File: config.mk
export PLATFORM = sky130hd
export DESIGN_NAME = key_cmd_parser
export DESIGN_NICKNAME = d
export VERILOG_FILES = /design/src/rtl/key_cmd_parser_pkg.sv /design/src/rtl/key_event_sync.sv /design/src/rtl/key_cmd_parser.sv
export SDC_FILE = /design/constraint.sdc
export NUM_CORES = 1
export LEC_CHECK = 0
export BUFFER_PORTS_ARGS = -buffer_cell sky130_fd_sc_hd__buf_2
export CAP_MARGIN = 20
export CORE_MARGIN = 1.5
export CORE_UTILIZATION = 40
export CTS_CLUSTER_SIZE = 10
export DETAILED_ROUTE_END_ITERATION = 8
export GPL_ROUTABILITY_DRIVEN = 0
export PLACE_DENSITY = 0.58
export SLEW_MARGIN = 20
export SYNTH_ARGS = -nofsm -noshare
export SYNTH_HDL_FRONTEND = slang
export SYNTH_SLANG_ARGS = --single-unit
File: constraint.sdc
create_clock -name clk -period 3.97 [get_ports clk]
set_clock_uncertainty 0.15 [all_clocks]
set_input_delay 0 -clock clk [delete_from_list [all_inputs] [get_ports clk]]
set_output_delay 0 -clock clk [all_outputs]
set_load 0.05 [all_outputs]
File: src/rtl/key_cmd_parser_pkg.sv
// Shared keypad definitions for fishbowl key consumers:
// key codes, command targets and parser state encoding.
package key_cmd_parser_pkg;

    localparam logic [3:0] KEY_CLR    = 4'd10;
    localparam logic [3:0] KEY_CANCEL = 4'd11;
    localparam logic [3:0] KEY_SEL_T  = 4'd12;
    localparam logic [3:0] KEY_SEL_F  = 4'd14;
    localparam logic [3:0] KEY_ENTER  = 4'd15;

    typedef enum logic [1:0] {
        TGT_TEMP  = 2'd0,
        TGT_LIGHT = 2'd1,
        TGT_FEED  = 2'd2
    } target_t;

    typedef enum logic [1:0] {
        ST_IDLE  = 2'd0,
        ST_ENTRY = 2'd1,
        ST_OUT   = 2'd2
    } state_t;

    function automatic logic is_digit(input logic [3:0] code);
        return code <= 4'd9;
    endfunction

    function automatic logic is_sel(input logic [3:0] code);
        return (code >= KEY_SEL_T) && (code <= KEY_SEL_F);
    endfunction

endpackage

File: src/rtl/key_event_sync.sv
// Keypad press edge detector: one event per press, code taken
// from the same edge. Held-through-reset keys stay silent.
module key_event_sync (
    input  logic       clk,
    input  logic       rst,
    input  logic       push,
    input  logic [3:0] ins,
    output logic       key_evt,
    output logic [3:0] key_code
);

    logic push_d;

    // Resetting to 1 masks a key already down when reset releases
    always_ff @(posedge clk) begin
        if (rst) begin
            push_d <= 1'b1;
        end else begin
            push_d <= push;
        end
    end

    assign key_evt  = push & ~push_d;
    assign key_code = ins;

endmodule

File: src/rtl/key_cmd_parser.sv
// Keypad command parser: select key, decimal digits, ENTER,
// producing a range-checked {target, value} command.
module key_cmd_parser
    import key_cmd_parser_pkg::*;
#(
    parameter int MAX_DIGITS  = 3,
    parameter int VAL_W       = 10,
    parameter int TEMP_MAX    = 40,
    parameter int LIGHT_MAX   = 100,
    parameter int FEED_MAX    = 999,
    parameter int TIMEOUT_CYC = 250000000,
    parameter int TMO_W       = 28
) (
    input  logic             clk,
    input  logic             rst,
    input  logic             push,
    input  logic [3:0]       ins,
    input  logic             cmd_ready,
    output logic             cmd_valid,
    output logic [1:0]       cmd_target,
    output logic [VAL_W-1:0] cmd_value,
    output logic             entry_active,
    output logic [VAL_W-1:0] disp_value,
    output logic             err
);

    localparam int ND_W = $clog2(MAX_DIGITS + 1);
    localparam logic [TMO_W-1:0] TMO_LAST = TMO_W'(TIMEOUT_CYC - 1);

    state_t            state;
    target_t           tgt;
    logic [ND_W-1:0]   ndig;
    logic [TMO_W-1:0]  tmo;
    logic              key_evt;
    logic [3:0]        key_code;
    logic [VAL_W-1:0]  value_next;
    logic [VAL_W-1:0]  limit;

    key_event_sync u_sync (
        .clk      (clk),
        .rst      (rst),
        .push     (push),
        .ins      (ins),
        .key_evt  (key_evt),
        .key_code (key_code)
    );

    // v*10 + d; the digit cap keeps this inside VAL_W
    assign value_next = (disp_value << 3) + (disp_value << 1)
                      + VAL_W'(key_code);

    always_comb begin
        limit = VAL_W'(FEED_MAX);
        unique case (tgt)
            TGT_TEMP:  limit = VAL_W'(TEMP_MAX);
            TGT_LIGHT: limit = VAL_W'(LIGHT_MAX);
            default:   limit = VAL_W'(FEED_MAX);
        endcase
    end

    always_ff @(posedge clk) begin
        if (rst) begin
            state        <= ST_IDLE;
            tgt          <= TGT_TEMP;
            ndig         <= '0;
            tmo          <= '0;
            disp_value   <= '0;
            cmd_valid    <= 1'b0;
            cmd_target   <= '0;
            cmd_value    <= '0;
            entry_active <= 1'b0;
            err          <= 1'b0;
        end else begin
            err <= 1'b0;
            unique case (state)
                ST_IDLE: begin
                    if (key_evt && is_sel(key_code)) begin
                        state        <= ST_ENTRY;
                        entry_active <= 1'b1;
                        tgt          <= target_t'(key_code[1:0]);
                        disp_value   <= '0;
                        ndig         <= '0;
                        tmo          <= '0;
                    end
                end
                ST_ENTRY: begin
                    if (key_evt) begin
                        tmo <= '0;
                        unique case (1'b1)
                            is_digit(key_code): begin
                                if (ndig < ND_W'(MAX_DIGITS)) begin
                                    disp_value <= value_next;
                                    ndig       <= ndig + ND_W'(1);
                                end
                            end
                            key_code == KEY_CLR: begin
                                disp_value <= '0;
                                ndig       <= '0;
                            end
                            key_code == KEY_CANCEL: begin
                                state        <= ST_IDLE;
                                entry_active <= 1'b0;
                            end
                            is_sel(key_code): begin
                                tgt        <= target_t'(key_code[1:0]);
                                disp_value <= '0;
                                ndig       <= '0;
                            end
                            key_code == KEY_ENTER: begin
                                state        <= ST_IDLE;
                                entry_active <= 1'b0;
                                if (ndig == '0 || disp_value > limit) begin
                                    err <= 1'b1;
                                end else begin
                                    state      <= ST_OUT;
                                    cmd_valid  <= 1'b1;
                                    cmd_target <= tgt;
                                    cmd_value  <= disp_value;
                                end
                            end
                            default: begin
                            end
                        endcase
                    end else if (tmo == TMO_LAST) begin
                        err          <= 1'b1;
                        state        <= ST_IDLE;
                        entry_active <= 1'b0;
                    end else begin
                        tmo <= tmo + TMO_W'(1);
                    end
                end
                ST_OUT: begin
                    // Keys are dropped here, even on the accepting edge
                    if (cmd_ready) begin
                        cmd_valid <= 1'b0;
                        state     <= ST_IDLE;
                    end
                end
                default: begin
                    state <= ST_IDLE;
                end
            endcase
        end
    end

endmodule

==> flow_summary.yaml, run 1 <==
grt:
  antenna_found_initial: 0
  overflow: 0
  grt_max_degree: 49
  grt_pass1_wl_um: 13700
  grt_pass1_vias: 2822
  grt_use_total_pct: 19.1
floorplan:
  core_area_um2: 8340
  io_pins: 33
  std_cell_rows: 33
  die-area_um2: 9320
  die-width_um: 96.6
  die_y_um: 96.6
  initial_utilization_pct: 42.0
sta:
  hold_slack_ns: 0.0506
  setup-tns-final_ns: 0
  period_needed_ns: 2.82
  worst_pin_slew_ns: 0.857
  relSlewSlack_pct: 42.9
  setup_viol: 0
  fmax_ghz: 0.355
  post-route-period-util_pct: 71.0
  rsz0062_at_grt: "no"
  maxSlewViolCount: 0
  finalHoldViolations: 0
synth:
  synth-seq-area-share_pct: 34.3
  synth_area_leaders: "dfxtp_1 (34%), ha_1 (8.9%), nand2b_1 (5.5%)"
  synth_fp_nets: 436
  synth_seq_cells: 60
  syn_avg_cell_area_um2: 8.73
  synth_top_area_share_pct: 34.3
  synth_edf_count: 0
  synthCells: 401
  synthArstFlopShare_pct: 0
  yosys.cell_count.top_type: "dfxtp_1"
  synthTopCellsByCount: "dfxtp_1 (60), nor2_1 (39), nand2b_1 (31)"
  synthesis.area_um2: 3500
  synth_top_area_cell: "dfxtp_1"
  synthFlopType: "dfxtp_1"
  yosys_warnings: 0
  ys_types: 56
drt:
  routed_via_density: 5.58
  drc_errors: 0
  drt-initial-drc-count: 108
  routedWlPerCell_um: 15.1
  dr.pass1.iters: 4
  vias: 3071
  antenna_left: 0
  routed_wirelength_um: 8320
setup_path:
  worstPathArrival_ns: 2.93
  crit_required_ns: 4.08
  path_max_fanout: 11
  crit_type: "register to register"
  critPathMaxStageDelay_ns: 0.48
  critical-path-top-delay-family: "simple AND/OR/NAND/NOR gates"
  cp_cell_sequence: "or2_2 -> ha_1 -> a2111oi_0 -> a211oi_1 -> or4_1 -> a21oi_1 -> buf_4 -> mux2i_1"
  r2r_slack_ns: 1.15
  path_buf_inv: 1
  slowest_stage: "or4_1"
  cp-end-kind: "register"
  worstSetupStartpointType: "register"
cells_and_area:
  stdcell_count: 550
  layout-drive-gt1-share_pct: 16.2
  utilization_pct: 48.7
  finalNetCount: 475
  nFillCells: 850
  antennaDiodeCount: 0
  area_growth_pct: 16.0
placement:
  dp_cells: 526
  portBuffers: 32
  dp_hpwl_um: 5700
clock_tree:
  clkSinkCount: 60
  cts_tree: "yes"
  h-tree-depth: 3
  clk_latency_ns: 0.34
  cts_buffers: 9
  clockBufferDepth: 2
  path_clk_slew_ns: 0.07
  cts_root_buffer: "clkbuf_8"
power:
  p_seq_share_pct: 46.2
  swShare_pct: 21.5
  pwr-share-comb_pct: 4.0
  leakage_uw: 0.00163
  vdd_drop_max_uv: 156
  powerDensity_nw_per_um2: 322
  p_int_uw: 1030
  p_sw_uw: 281
  clockPowerShare_pct: 49.7
run:
  maxCapViolCount: 0
outcome:
  status: "finished, final reports clean"
hold_path:
  hp-class: "primary input to register"
## state kept, by name, indices dropped and copies added, names as in the netlist
register / count
cmd_value: 10
tgt: 2
entry_active: 1
cmd_valid: 1
cmd_target: 2
err: 1
u_sync.push_d: 1
disp_value: 10
state: 2
ndig: 2
tmo: 28
## logic make-up (layout without fill, tap and decap cells)
| group | Yosys count | in the layout | share of synthesized area (%) |
|---|---|---|---|
| AND/OR/NAND/NOR | 172 | 172 | 26.8 |
| AO/OA/AOI/OAI | 81 | 81 | 16.5 |
| flip-flops | 60 | 60 | 34.3 |
| buffers and inverters | 29 | 73 | 3.75 |
| adder cells (fa/ha/maj) | 27 | 27 | 10.1 |
| XOR/XNOR | 16 | 16 | 4.00 |
| multiplexers | 16 | 16 | 4.57 |
## power by group through the flow
stage          registers (µW)  logic (µW)  clock network [µW]
5_1_grt                   604        59.4                 688
4_1_cts                   605        52.1                 659
3_3_place_gp              618        46.9                   0
3_5_place_dp              619        47.3                   0
6_report                  605        52.6                 650
2_1_floorplan             619        31.5                   0
## placed cells by master, fill, tap and decap left out, types with 8 or more instances in the layout
cell,instances
nor2_1,39
a22oi_1,9
dlygate4sd3_1,8
nand2_1,28
mux2i_1,16
nand3_1,17
nand2b_1,31
dfxtp_1,60
ha_1,25
a21oi_1,21
inv_1,13
nand4_1,10
xnor2_1,12
a211oi_1,9
buf_2,32
clkbuf_8,12
## area by class of cell
class                   count  area [µm²]  share of cell area [%]
multi-input cells         312        2170                    53.5
flip-flops and latches     60        1200                    29.6
repair buffers             44         270                    6.65
clock buffers              12         165                    4.07
well taps                 105         131                    3.23
clock inverters             4        70.1                    1.73
inverters                  13        48.8                    1.20
## final timing paths
path / endpoint / depth (start not counted) / startpoint
max: cmd_value[9] / 8 / tgt[1]
min: disp_value[4] / 2 / rst
max reg2reg: cmd_value[9] / 8 / tgt[1]
min reg2reg: cmd_target[0] / 2 / cmd_target[0]
## per-stage QoR
stage	power (µW)	cell area, µm²	setup WS, ns
after floorplan	651	3500	1.20
final	1310	4060	1.15
after detailed placement	666	3740	1.17
after global routing	1350	4060	0.888
after global placement	665	3740	1.24
after CTS	1320	4060	1.16
## metal layers
layer,GRT usage [%],up-vias,part of all wire [%]
li1,-,1535,-
met1,27.8,1471,52
met2,27.9,54,43
met3,2.43,11,3.4
met4,8.33,0,1.6
met5,0,-,0
## what timing repair did
action / 4_1_cts / 5_1_grt
setup buffers: 0 / 0
hold endpoints to repair: 9 / 0
gates resized for setup: 0 / 0
hold buffers: 8 / 0
Power figures use the tool's default switching activity.
==> run 2, diff against run 1 <==
- clock period: 3.97 -> 2.8 ns (I/O delays scaled with it)
==> run 2 against run 1 <==
Cell count rose by 1.8%. Non-clock buffer count grew 10. Hold slack worse by 0.033 ns. Combinational power up 52%. Maximum frequency up 6.3%. Global-route usage rose by 0.28 points. Critical endpoint is now cmd_value[1]. Largest cell class unchanged. Largest power group is now sequential cells. Clock power increased by 22%. Sequential cell count unchanged. Design area rose by 1.4%. Setup slack worse by 1.0 ns. Sequential power increased by 42%. Utilization up 0.66 points.
==> flow_summary.yaml, run 2 (same netlist as run 1, synthesis figures left out) <==
clock_tree:
  clkSinkCount: 60
  clockBufferDepth: 2
  post-cts-setup-buffer-count: 0
  cts_buffers: 9
  cts_tree: "yes"
  clk_latency_ns: 0.34
  cts_root_buffer: "clkbuf_8"
  path_clk_slew_ns: 0.08
  h-tree-depth: 3
setup_path:
  crit_type: "register to register"
  worstSetupStartpointType: "register"
  r2r_end: "cmd_value[1]"
  crit_end: "cmd_value[1]"
  worstPathArrival_ns: 2.78
  r2r_start: "tgt[1]"
  cp-end-kind: "register"
  path_max_fanout: 5
  r2r_slack_ns: 0.15
  path_buf_inv: 1
  crit_start: "tgt[1]"
  rr_worst_depth: 8
  critical-path-top-delay-family: "simple AND/OR/NAND/NOR gates"
  slowest_stage: "or4_4"
  crit_required_ns: 2.92
  critPathMaxStageDelay_ns: 0.45
  cp_cell_sequence: "or2_2 -> ha_1 -> a2111oi_2 -> a211oi_1 -> or4_4 -> a21oi_2 -> buf_4 -> mux2i_1"
  cp.depth: 8
power:
  leakage_uw: 0.00166
  powerDensity_nw_per_um2: 420
  vdd_drop_max_uv: 276
grt:
  grt_max_degree: 48
  overflow: 0
  antenna_found_initial: 0
  grt_use_total_pct: 19.4
  grt_pass1_wl_um: 13800
  grt_pass1_vias: 2886
cells_and_area:
  final_common_cell: "dfxtp_1"
  layout-drive-gt1-share_pct: 18.9
  regMostFlops: "tmo"
  antennaDiodeCount: 0
  finalNetCount: 485
  largestRegisters: "tmo (28), cmd_value (10), disp_value (10)"
  area_growth_pct: 17.6
  final_cell_mix: "dfxtp_1 (60), nor2_1 (39), buf_2 (32)"
  largest_reg_flops: 28
drt:
  drc_errors: 0
  antenna_left: 0
  routedWlPerCell_um: 14.7
  dr.pass1.iters: 4
  routed_via_density: 5.57
  routed_wirelength_um: 8240
  vias: 3117
  drt-initial-drc-count: 147
floorplan:
  core_area_um2: 8340
  std_cell_rows: 33
  io_pins: 33
  die_y_um: 96.6
  die-area_um2: 9320
  initial_utilization_pct: 42.0
  die-width_um: 96.6
sta:
  worst_pin_slew_ns: 0.677
  finalHoldViolations: 0
  hold_slack_ns: 0.0175
  rsz0062_at_grt: "no"
  setup_viol: 0
  setup-tns-final_ns: 0
  fmax_ghz: 0.377
  relSlewSlack_pct: 54.7
  period_needed_ns: 2.65
  maxSlewViolCount: 0
  post-route-period-util_pct: 94.8
outcome:
  status: "finished, final reports clean"
placement:
  dp_hpwl_um: 5970
  portBuffers: 32
hold_path:
  hp-class: "primary input to register"
  holdPathStages: 3
run:
  maxCapViolCount: 0
-- run 2: cell types whose count changed in the layout (fill, tap and decap cells not counted), moves of 2 or more --
cell        delta
buf_4         +10
clkinv_4       +2
clkbuf_8       -3
clkinvlp_4     +2
-- run 2: layout make-up --
| class | count | area (µm²) |
|---|---|---|
| fill | 826 | 4220 |
| multi-input combinational | 312 | 2190 |
| sequential | 60 | 1200 |
| timing repair buffer | 54 | 347 |
| tap | 105 | 131 |
| clock buffer | 9 | 124 |
| clock inverter | 7 | 76.3 |
| inverter | 13 | 48.8 |
-- run 2: what timing repair did --
item,CTS,global route
hold buffers,7,0
resized for setup,0,7
endpoints found under the setup margin,0,11
endpoints found under the hold margin,9,0
-- run 2: worst min-delay path by stage --
stage,slack [ns],to,startpoint
floorplan,-0.04,u_sync.push_d,push
global placement,0.07,u_sync.push_d,push
detailed placement,0.07,u_sync.push_d,push
CTS,0.007,tmo[23],rst
global route,0.03,tmo[23],rst
finish,0.02,tmo[23],rst
-- run 2: power by group --
part / internal [µW] / total [µW] / switching [µW] / leakage [µW]
Sequential: 855 / 857 / 1.67 / 0.000483
Combinational: 31.7 / 80.1 / 48.3 / 0.00108
Clock: 415 / 794 / 379 / 0.0000958
-- run 2: metal layers --
layer  up-vias  wire length (µm)  GRT usage [%]
met5         -                 0              0
met4         0               134           7.13
met1      1478              4220           28.0
met2        69              3470           28.7
met3         9               414           3.05
li1       1561                 -              -
-- run 2: through the flow --
stage / setup slack [ns] / utilization, % / total power, µW / std cells / cell area (µm²)
floorplan: 0.0260 / - / 922 / 401 / 3500
global route: 0.00884 / 49.4 / 1800 / 560 / 4120
detailed placement: 0.0590 / 45.7 / 949 / 536 / 3810
finish: 0.147 / 49.4 / 1730 / 560 / 4120
global placement: 0.137 / 45.7 / 948 / 536 / 3810
CTS: 0.0469 / 49.0 / 1750 / 559 / 4090
-- run 2: worst register-to-register path: cells and delay by family, from the launching register on --
kind	cells	cell delay, ns
multiplexers	1	0.19
buffers and inverters	1	0.19
flip-flops	1	0.31
adder cells (fa/ha/maj)	1	0.31
AO/OA/AOI/OAI	3	0.68
AND/OR/NAND/NOR	2	0.76
==> run 3, diff against run 2 <==
- CELL_PAD_IN_SITES_DETAIL_PLACEMENT: not set -> 2
- CELL_PAD_IN_SITES_GLOBAL_PLACEMENT: not set -> 2
- CORE_UTILIZATION: 40 -> 36
- CTS_BUF_LIST: not set -> sky130_fd_sc_hd__clkbuf_4 sky130_fd_sc_hd__clkbuf_8 sky130_fd_sc_hd__clkbuf_16
- PLACE_DENSITY: 0.58 -> 0.79
==> run 3 against run 2 <==
Design area up 1.9%. Sequential share of layout area down 0.51 points. Highest routed layer unchanged. Routed wire length grew 32%. Critical endpoint is now cmd_target[0]. Global-route usage increased by 2.9 points. Critical path depth unchanged. Die area up 11%. Setup slack got worse by 0.067 ns.
==> flow_summary.yaml, run 3 (same netlist as run 1, synthesis figures left out) <==
cells_and_area:
  area_growth_pct: 19.8
  layout-drive-gt1-share_pct: 20.1
  nFillCells: 1064
  final_cell_mix: "dfxtp_1 (59), nor2_1 (39), buf_2 (32)"
  regArea_um2: 1200
  largestRegisters: "tmo (28), cmd_value (10), disp_value (10)"
  regMostFlops: "tmo"
  antennaDiodeCount: 0
  multi_input_area_um2: 2220
  final_common_cell: "dfxtp_1"
  largest_reg_flops: 28
  finalNetCount: 483
setup_path:
  worstSetupStartpointType: "register"
  worstPathArrival_ns: 2.84
  crit_start: "tgt[1]"
  crit_type: "register to register"
  cp-end-kind: "register"
  critPathMaxStageDelay_ns: 0.47
  r2r_end: "cmd_target[0]"
  cp_cell_sequence: "or2_2 -> ha_1 -> a2111oi_2 -> a211oi_1 -> or4_4 -> a21oi_4 -> buf_6 -> mux2i_2"
  critical-path-top-delay-family: "simple AND/OR/NAND/NOR gates"
  crit_required_ns: 2.92
  cp.depth: 8
  path_max_fanout: 7
  r2r_slack_ns: 0.08
  rr_worst_depth: 8
  r2r_start: "tgt[1]"
  path_buf_inv: 1
  slowest_stage: "or4_4"
  crit_end: "cmd_target[0]"
grt:
  antenna_found_initial: 0
  grt_pass1_vias: 3512
  grt_use_total_pct: 22.2
  grt_max_degree: 48
  grt_pass1_wl_um: 17600
  overflow: 0
floorplan:
  initial_utilization_pct: 37.5
  io_pins: 33
  core_area_um2: 9330
  std_cell_rows: 35
  die-width_um: 102
  die-area_um2: 10300
  die_y_um: 102
hold_path:
  hp-class: "primary input to register"
sta:
  finalHoldViolations: 0
  period_needed_ns: 2.72
  post-route-period-util_pct: 97.1
  hold_slack_ns: 0.0280
  setup_viol: 0
  fmax_ghz: 0.368
  worst_pin_slew_ns: 0.706
  maxSlewViolCount: 0
  relSlewSlack_pct: 52.8
clock_tree:
  clk_latency_ns: 0.35
  clockBufferDepth: 2
  path_clk_slew_ns: 0.07
  cts_buffers: 9
  post-cts-setup-buffer-count: 0
  cts_tree: "yes"
  h-tree-depth: 3
  clkSinkCount: 60
  cts_root_buffer: "clkbuf_8"
power:
  leakage_uw: 0.00168
  swShare_pct: 21.4
  p_seq_share_pct: 45.1
  power.total_uw: 1900
  p_sw_uw: 406
  powerDensity_nw_per_um2: 453
  pwr-share-comb_pct: 4.3
  p_int_uw: 1490
  vdd_drop_max_uv: 250
  clockPowerShare_pct: 50.6
drt:
  dr.pass1.iters: 4
  drt-initial-drc-count: 65
  antenna_left: 0
  drc_errors: 0
  routed_wirelength_um: 10900
  routedWlPerCell_um: 18.7
  routed_via_density: 5.55
  vias: 3233
run:
  maxCapViolCount: 0
placement:
  portBuffers: 32
  dp_hpwl_um: 7730
outcome:
  status: "finished, final reports clean"
[run 3: cell types whose count changed in the layout (fill, tap and decap cells not counted), sizes merged]
cell and delta:
clkinv -1, inv -1, bufinv +2, clkbuf +2, clkinvlp -2, dlygate4sd3 -2
[run 3: layout make-up]
type	instances	area share, %
multi-input cells	312	52.8
flip-flops and latches	60	28.7
repair buffers	52	7.79
well taps	129	3.85
clock buffers	11	3.31
clock inverters	5	2.39
inverters	13	1.16
[run 3: worst min-delay path, stage by stage]
cell	delay [ns]
buf_2	0.16
nand3_1	0.12
nor2_1	0.07
nor3_1	0.12
[run 3: through the flow]
step           cell area (µm²)  TNS [ns]  worst slack, ns  std cells  util [%]
2_1_floorplan             3500         0           0.0260        401         -
3_3_place_gp              3850         0            0.125        561      41.3
3_5_place_dp              3860         0          0.00670        561      41.4
4_1_cts                   4160         0          0.00950        582      44.6
5_1_grt                   4190   -0.0405          -0.0301        582      45.0
6_report                  4190         0           0.0802        582      45.0
[run 3: power by group through the flow]
stage,logic [µW],clock network (µW),registers [µW]
2_1_floorplan,44.7,0,878
3_3_place_gp,71.7,0,877
3_5_place_dp,75.9,0,877
4_1_cts,82.4,993,857
5_1_grt,89.8,1030,857
6_report,81.0,961,857
[run 3: worst min-delay path by stage]
stage	from	to	slack (ns)	depth (start not counted)
finish	ins[3]	tgt[0]	0.03	4
global route	ins[3]	state[0]	0.06	3
CTS	ins[3]	tgt[0]	0.003	4
detailed placement	push	u_sync.push_d	0.11	2
global placement	push	u_sync.push_d	0.09	2
floorplan	push	u_sync.push_d	-0.04	1
[run 3: timing repair]
item	in CTS	in global routing
endpoints found under the hold margin	8	0
setup endpoints to repair	2	14
hold buffers	5	0
resized for setup	3	8
[run 3: metal layers]
layer | track usage [%] | part of all wire (%) | vias to the layer above
met2 | 42.9 | 54 | 40
met4 | 6.62 | 2.2 | 0
met1 | 24.3 | 41 | 1629
met5 | 0 | 0 | -
li1 | - | - | 1549
met3 | 4.42 | 2.4 | 15
